### src/rtl/matmul_pkg.sv
// Shared types and the requantisation arithmetic for the matmul result path.
package matmul_pkg;

    typedef enum logic [1:0] {IDLE, STREAM, DONE} state_e;

    // Wide enough that adding the rounding bias to any accumulator up to 63 bits cannot overflow.
    localparam int REQ_W = 64;

    function automatic logic signed [REQ_W-1:0] requant(input logic signed [REQ_W-1:0] x,
                                                        input int shift,
                                                        input int bits);
        logic signed [REQ_W-1:0] one;
        logic signed [REQ_W-1:0] r;
        logic signed [REQ_W-1:0] hi;
        logic signed [REQ_W-1:0] lo;
        one = REQ_W'(1);
        r   = x;
        if (shift > 0) begin
            r = r + (one <<< (shift - 1));
        end
        r  = r >>> shift;
        hi = (one <<< (bits - 1)) - one;
        lo = -(one <<< (bits - 1));
        if (r > hi) begin
            r = hi;
        end else if (r < lo) begin
            r = lo;
        end
        return r;
    endfunction

endpackage

### src/rtl/requant_sat.sv
// Combinational round-half-up, arithmetic shift and saturate of one accumulator.
module requant_sat
    import matmul_pkg::*;
#(
    parameter int OUT_BITS = 32,
    parameter int BITS     = 8,
    parameter int SHIFT    = 8
) (
    input  logic signed [OUT_BITS-1:0] acc_i,
    output logic signed [BITS-1:0]     q_o
);

    assign q_o = BITS'(requant(REQ_W'(acc_i), SHIFT, BITS));

endmodule

### src/rtl/result_streamer.sv
// Drains the matmul result RAM in address order, requantises each entry and
// streams it out on valid/ready with row/matrix end tags.
module result_streamer
    import matmul_pkg::*;
#(
    parameter int A        = 16,
    parameter int C        = 24,
    parameter int BITS     = 8,
    parameter int OUT_BITS = 32,
    parameter int SHIFT    = 8
) (
    input  logic                                 clk,
    input  logic                                 rst,
    input  logic                                 start,
    output logic [$clog2(A*C)-1:0]               m3_rd_addr,
    input  logic signed [OUT_BITS-1:0]           m3_rd_data,
    output logic signed [BITS-1:0]               out_data,
    output logic                                 out_valid,
    input  logic                                 out_ready,
    output logic                                 out_row_last,
    output logic                                 out_last,
    output logic                                 busy,
    output logic                                 done
);

    localparam int M3_L = A * C;
    localparam int AW   = $clog2(M3_L);
    localparam int CW   = $clog2(M3_L + 1);
    localparam int COLW = (C > 1) ? $clog2(C) : 1;

    state_e                 state_q;
    logic [CW-1:0]          rd_cnt_q;
    logic [AW-1:0]          emit_cnt_q;
    logic [COLW-1:0]        col_q;
    logic                   vld_p1_q;
    logic signed [BITS-1:0] data_p1;
    logic signed [BITS-1:0] fifo_q [2];
    logic                   wr_ptr_q;
    logic                   rd_ptr_q;
    logic [1:0]             cnt_q;
    logic                   pop;
    logic                   issue;
    logic [2:0]             pending;

    requant_sat #(
        .OUT_BITS(OUT_BITS),
        .BITS    (BITS),
        .SHIFT   (SHIFT)
    ) u_requant (
        .acc_i(m3_rd_data),
        .q_o  (data_p1)
    );

    // An entry popped this cycle is already free, so the pipe never stalls at full rate.
    assign pop     = out_valid & out_ready;
    assign pending = 3'(cnt_q) - 3'(pop) + 3'(vld_p1_q);
    assign issue   = (state_q == STREAM) && (rd_cnt_q < CW'(M3_L)) && (pending < 3'd2);

    assign m3_rd_addr   = (rd_cnt_q >= CW'(M3_L)) ? AW'(M3_L - 1) : AW'(rd_cnt_q);
    assign out_valid    = (cnt_q != 2'd0);
    assign out_data     = out_valid ? fifo_q[rd_ptr_q] : '0;
    assign out_row_last = out_valid && (col_q == COLW'(C - 1));
    assign out_last     = out_valid && (emit_cnt_q == AW'(M3_L - 1));
    assign busy         = (state_q == STREAM);
    assign done         = (state_q == DONE);

    // p1: RAM data for the read issued last cycle lands in the FIFO
    always_ff @(posedge clk) begin
        if (vld_p1_q) begin
            fifo_q[wr_ptr_q] <= data_p1;
        end
    end

    always_ff @(posedge clk) begin
        if (rst) begin
            state_q    <= IDLE;
            rd_cnt_q   <= '0;
            emit_cnt_q <= '0;
            col_q      <= '0;
            vld_p1_q   <= 1'b0;
            wr_ptr_q   <= 1'b0;
            rd_ptr_q   <= 1'b0;
            cnt_q      <= 2'd0;
        end else begin
            vld_p1_q <= issue;
            cnt_q    <= cnt_q + 2'(vld_p1_q) - 2'(pop);
            if (issue) begin
                rd_cnt_q <= rd_cnt_q + CW'(1);
            end
            if (vld_p1_q) begin
                wr_ptr_q <= ~wr_ptr_q;
            end
            if (pop) begin
                rd_ptr_q   <= ~rd_ptr_q;
                emit_cnt_q <= emit_cnt_q + AW'(1);
                col_q      <= (col_q == COLW'(C - 1)) ? '0 : col_q + COLW'(1);
            end
            case (state_q)
                IDLE: begin
                    if (start) begin
                        state_q    <= STREAM;
                        rd_cnt_q   <= '0;
                        emit_cnt_q <= '0;
                        col_q      <= '0;
                    end
                end
                STREAM: begin
                    if (pop && out_last) begin
                        state_q <= DONE;
                    end
                end
                DONE: begin
                    if (!start) begin
                        state_q <= IDLE;
                    end
                end
                default: state_q <= IDLE;
            endcase
        end
    end

endmodule

### config.mk
export PLATFORM = sky130hd
export DESIGN_NAME = result_streamer
export DESIGN_NICKNAME = d
export VERILOG_FILES = /design/src/rtl/matmul_pkg.sv /design/src/rtl/requant_sat.sv /design/src/rtl/result_streamer.sv
export SDC_FILE = /design/constraint.sdc
export NUM_CORES = 1
export LEC_CHECK = 0
export CORE_MARGIN = 3
export CORE_UTILIZATION = 44
export CTS_CLUSTER_DIAMETER = 60
export DETAILED_ROUTE_END_ITERATION = 16
export DONT_BUFFER_PORTS = 1
export GPL_TIMING_DRIVEN = 0
export REMOVE_ABC_BUFFERS = 1
export SYNTH_ARGS = -nofsm -noshare
export SYNTH_HDL_FRONTEND = slang
export SYNTH_SLANG_ARGS = --single-unit
export TNS_END_PERCENT = 100
### constraint.sdc
create_clock -name clk -period 3.5 [get_ports clk]
set_input_delay 1.05 -clock clk [delete_from_list [all_inputs] [get_ports clk]]
set_output_delay 1.05 -clock clk [all_outputs]
set_load 0.01 [all_outputs]
==> results of run 1 <==
-- state kept, by name (all words and copies together), names as in the netlist, named ones only --
name	cells
col_q	5
rd_ptr_q	1
wr_ptr_q	1
cnt_q	2
fifo_q	16
state_q	2
emit_cnt_q	9
rd_cnt_q	9
vld_p1_q	1
-- layout make-up --
type	count	area share
multi-input combinational	221	0.523
clock buffer	5	0.0244
tap	72	0.0319
sequential	47	0.390
timing repair buffer	3	0.00797
clock inverter	3	0.00531
inverter	12	0.0173
-- cell families (layout without fill, tap and decap cells) --
family | Yosys count | count (layout) | synth area share
compound gates | 30 | 30 | 0.0786
xor+xnor | 33 | 33 | 0.109
fa+ha+maj | 7 | 7 | 0.0360
buf+inv | 21 | 23 | 0.0312
flops | 47 | 47 | 0.416
mux | 11 | 11 | 0.0421
simple gates | 140 | 140 | 0.286
-- placed cells by master (no fill, tap or decap), types with 2 or more instances in the layout --
master / n
o21ai_1: 7
nor2b_1: 6
and3_1: 8
nor4_1: 6
and2_1: 2
nor3b_1: 2
xor2_1: 17
ha_1: 6
inv_1: 12
nand4_1: 11
and4_1: 2
or3_1: 2
mux2i_1: 10
a21oi_1: 7
nor3_1: 2
clkbuf_8: 5
nand4bb_1: 2
nor2_1: 44
nand3_1: 16
xnor2_1: 16
nand2b_1: 7
dfxtp_1: 31
nand2_1: 20
o21ai_0: 3
buf_4: 3
edfxtp_1: 16
-- how the worst min path moves through the flow --
| stage | start | to | slack, ps |
|---|---|---|---|
| final | state_q[1] | state_q[0] | 480 |
| after global routing | state_q[1] | state_q[0] | 510 |
| after CTS | state_q[1] | state_q[0] | 480 |
| after detailed placement | emit_cnt_q[1] | emit_cnt_q[1] | 470 |
| after global placement | state_q[1] | state_q[0] | 460 |
| after floorplan | state_q[1] | state_q[0] | 440 |
-- power by group through the flow --
stage	clock network [W]	registers (W)	logic (W)
finish	0.000307	0.000665	0.000355
global route	0.000337	0.000674	0.000401
CTS	0.000320	0.000666	0.000341
detailed placement	0	0.000673	0.000317
global placement	0	0.000673	0.000313
floorplan	0	0.000663	0.000262
-- stage by stage --
stage               TNS, ps  utilization  cells
CTS                       0        0.493    360
detailed placement    -3640        0.475    352
finish                    0        0.498    363
global placement      -3410        0.475    352
floorplan                 0            -    280
global route              0        0.498    363
-- per-layer routing --
metal,part of all wire,routed length (um),track usage,vias up
met5,0,0,0,-
met4,0.014,68,0.0453,0
met3,0.057,273,0.0484,8
met2,0.48,2330,0.252,39
met1,0.45,2140,0.170,882
li1,-,-,-,1028
-- worst max-delay path, cell delays in order --
cell and delay [ps]:
nand2_1 180, clkinvlp_4 190, ha_1 290, inv_1 40
ha_1 180, fa_1 500, nor3_4 310, nand4_1 250
or3_1 360, a21oi_1 140
-- what timing repair did --
item                                    in CTS  in global routing
endpoints found under the setup margin       9                  5
pin swaps                                    0                  1
endpoints found under the hold margin        0                  0
gates resized for setup                      4                  1
setup buffers                                0                  3
==> impl_metrics.env, run 1 <==
export IMPL_status="finished clean"
export IMPL_cp_startpoint="out_ready"
export IMPL_grt_max_degree=24
export IMPL_first_global_vias=1918
export IMPL_avgViaCountPerCell=5.39
export IMPL_power_switching_share=0.318
export IMPL_antenna_diode_count=0
export IMPL_power_total_w=0.00133
export IMPL_fin_crit_ps=3280
export IMPL_crit_end="rd_cnt_q[5]"
export IMPL_place_congestion=0.782
export IMPL_ys_warn_count=0
export IMPL_finClkSkew_ps=7.91
export IMPL_async_flop_share=0
export IMPL_cts_buffers=5
export IMPL_synth_edf_count=16
export IMPL_fillers=550
export IMPL_cts_hold_buf=0
export IMPL_vdd_ir_drop_max_mv=0.211
export IMPL_crit_arrival_ps=3500
export IMPL_setup_violations=0
export IMPL_r2r_end="rd_cnt_q[5]"
export IMPL_fmax_mhz=305
export IMPL_cts_max_path_buffers=2
export IMPL_cts_root_buf="clkbuf_8"
export IMPL_avgSynthCellArea_um2=9.15
export IMPL_drv_cap=0
export IMPL_crit_required_ps=3720
export IMPL_hold_violations=0
export IMPL_fin_ws_ps=225
export IMPL_p_switching_w=0.000422
export IMPL_via_count=1957
export IMPL_final_antenna_net_count=0
export IMPL_p_int_w=0.000904
export IMPL_wl_um=4820
export IMPL_synth_ff_type="dfxtp_1"
export IMPL_ff_latch_area_um2=1100
export IMPL_ys_seq_elements=47
export IMPL_dr_pass1_iters=4
export IMPL_multiInputGateArea_um2=1480
export IMPL_pwr_density_cell_nw_per_um2=470
export IMPL_path_max_fanout=5
export IMPL_rr_worst_depth=12
export IMPL_clk_latency_ps=290
export IMPL_hold_depth=1
export IMPL_grt_first_pass_wirelength_um=8470
export IMPL_cts_htree_levels=2
export IMPL_rows=27
export IMPL_synth_most_common_cell="nor2_1"
export IMPL_worstMarginPinSlew_ps=747
export IMPL_whs_ps=481
export IMPL_drive_gt1_frac=0.0687
export IMPL_p_comb_frac=0.267
export IMPL_antenna_found_initial=0
export IMPL_synth_top_area_cell="dfxtp_1"
export IMPL_finalNetCount=333
export IMPL_regToRegSetupSlack_ps=330
export IMPL_drtIter0Drc=65
export IMPL_path_class="in2reg"
export IMPL_syn_to_final_growth_pct=6.86
export IMPL_syn_inst=289
export IMPL_cts_tree="built"
export IMPL_placed_area_um2=2700
export IMPL_dieArea_um2=6970
export IMPL_synth_area_leaders="dfxtp_1 23%, edfxtp_1 18%, nor2_1 6.4%"
export IMPL_rsz0062_at_grt="false"
export IMPL_dpl_worst_slack_ps=-656
export IMPL_p_leak_nw=0.984
export IMPL_hpwlAfterDp_um=3670
export IMPL_maxSlewViolCount=0
export IMPL_synth_seq_area_share=0.416
export IMPL_endpoint_kind="flop"
export IMPL_io_buffers=0
export IMPL_synth_distinct_cells=50
export IMPL_io_pins=58
export IMPL_fp_dieW_um=83.5
export IMPL_slew_headroom=0.502
export IMPL_final_area_um2=2830
export IMPL_track_usage=0.145
export IMPL_drc=0
export IMPL_synth_common_cells="45 x nor2_1, 31 x dfxtp_1, 20 x nand2_1"
export IMPL_cts_clk_slew_worst_paths_ps=90
export IMPL_r2r_start="cnt_q[1]"
export IMPL_worst_setup_path_start_kind="primary input"
export IMPL_hp_class="reg2reg"
export IMPL_coreArea_um2=5680
export IMPL_seqPwrFrac=0.501
export IMPL_finalCritPeriodShare=0.936
export IMPL_power_frac_clock=0.231
export IMPL_synthDominantCellAreaShare=0.235
export IMPL_syn_area_um2=2640
export IMPL_wl_per_cell_um=13.3
export IMPL_start_util=0.466
export IMPL_grt_ovfl_total=0
export IMPL_cts_sinks=47
export IMPL_die_h_um=83.5
Power figures use the tool's default switching activity.
==> inputs of run 2 (changes only) <==
--- a/config.mk
+++ b/config.mk
@@ -12,6 +12,7 @@
 export DONT_BUFFER_PORTS = 1
 export GPL_TIMING_DRIVEN = 0
 export REMOVE_ABC_BUFFERS = 1
+export SLEW_MARGIN = 5
 export SYNTH_ARGS = -nofsm -noshare
 export SYNTH_HDL_FRONTEND = slang
 export SYNTH_SLANG_ARGS = --single-unit
==> results of run 2 <==
No change in the layout: final DEF, timing and power equal those of run 1.
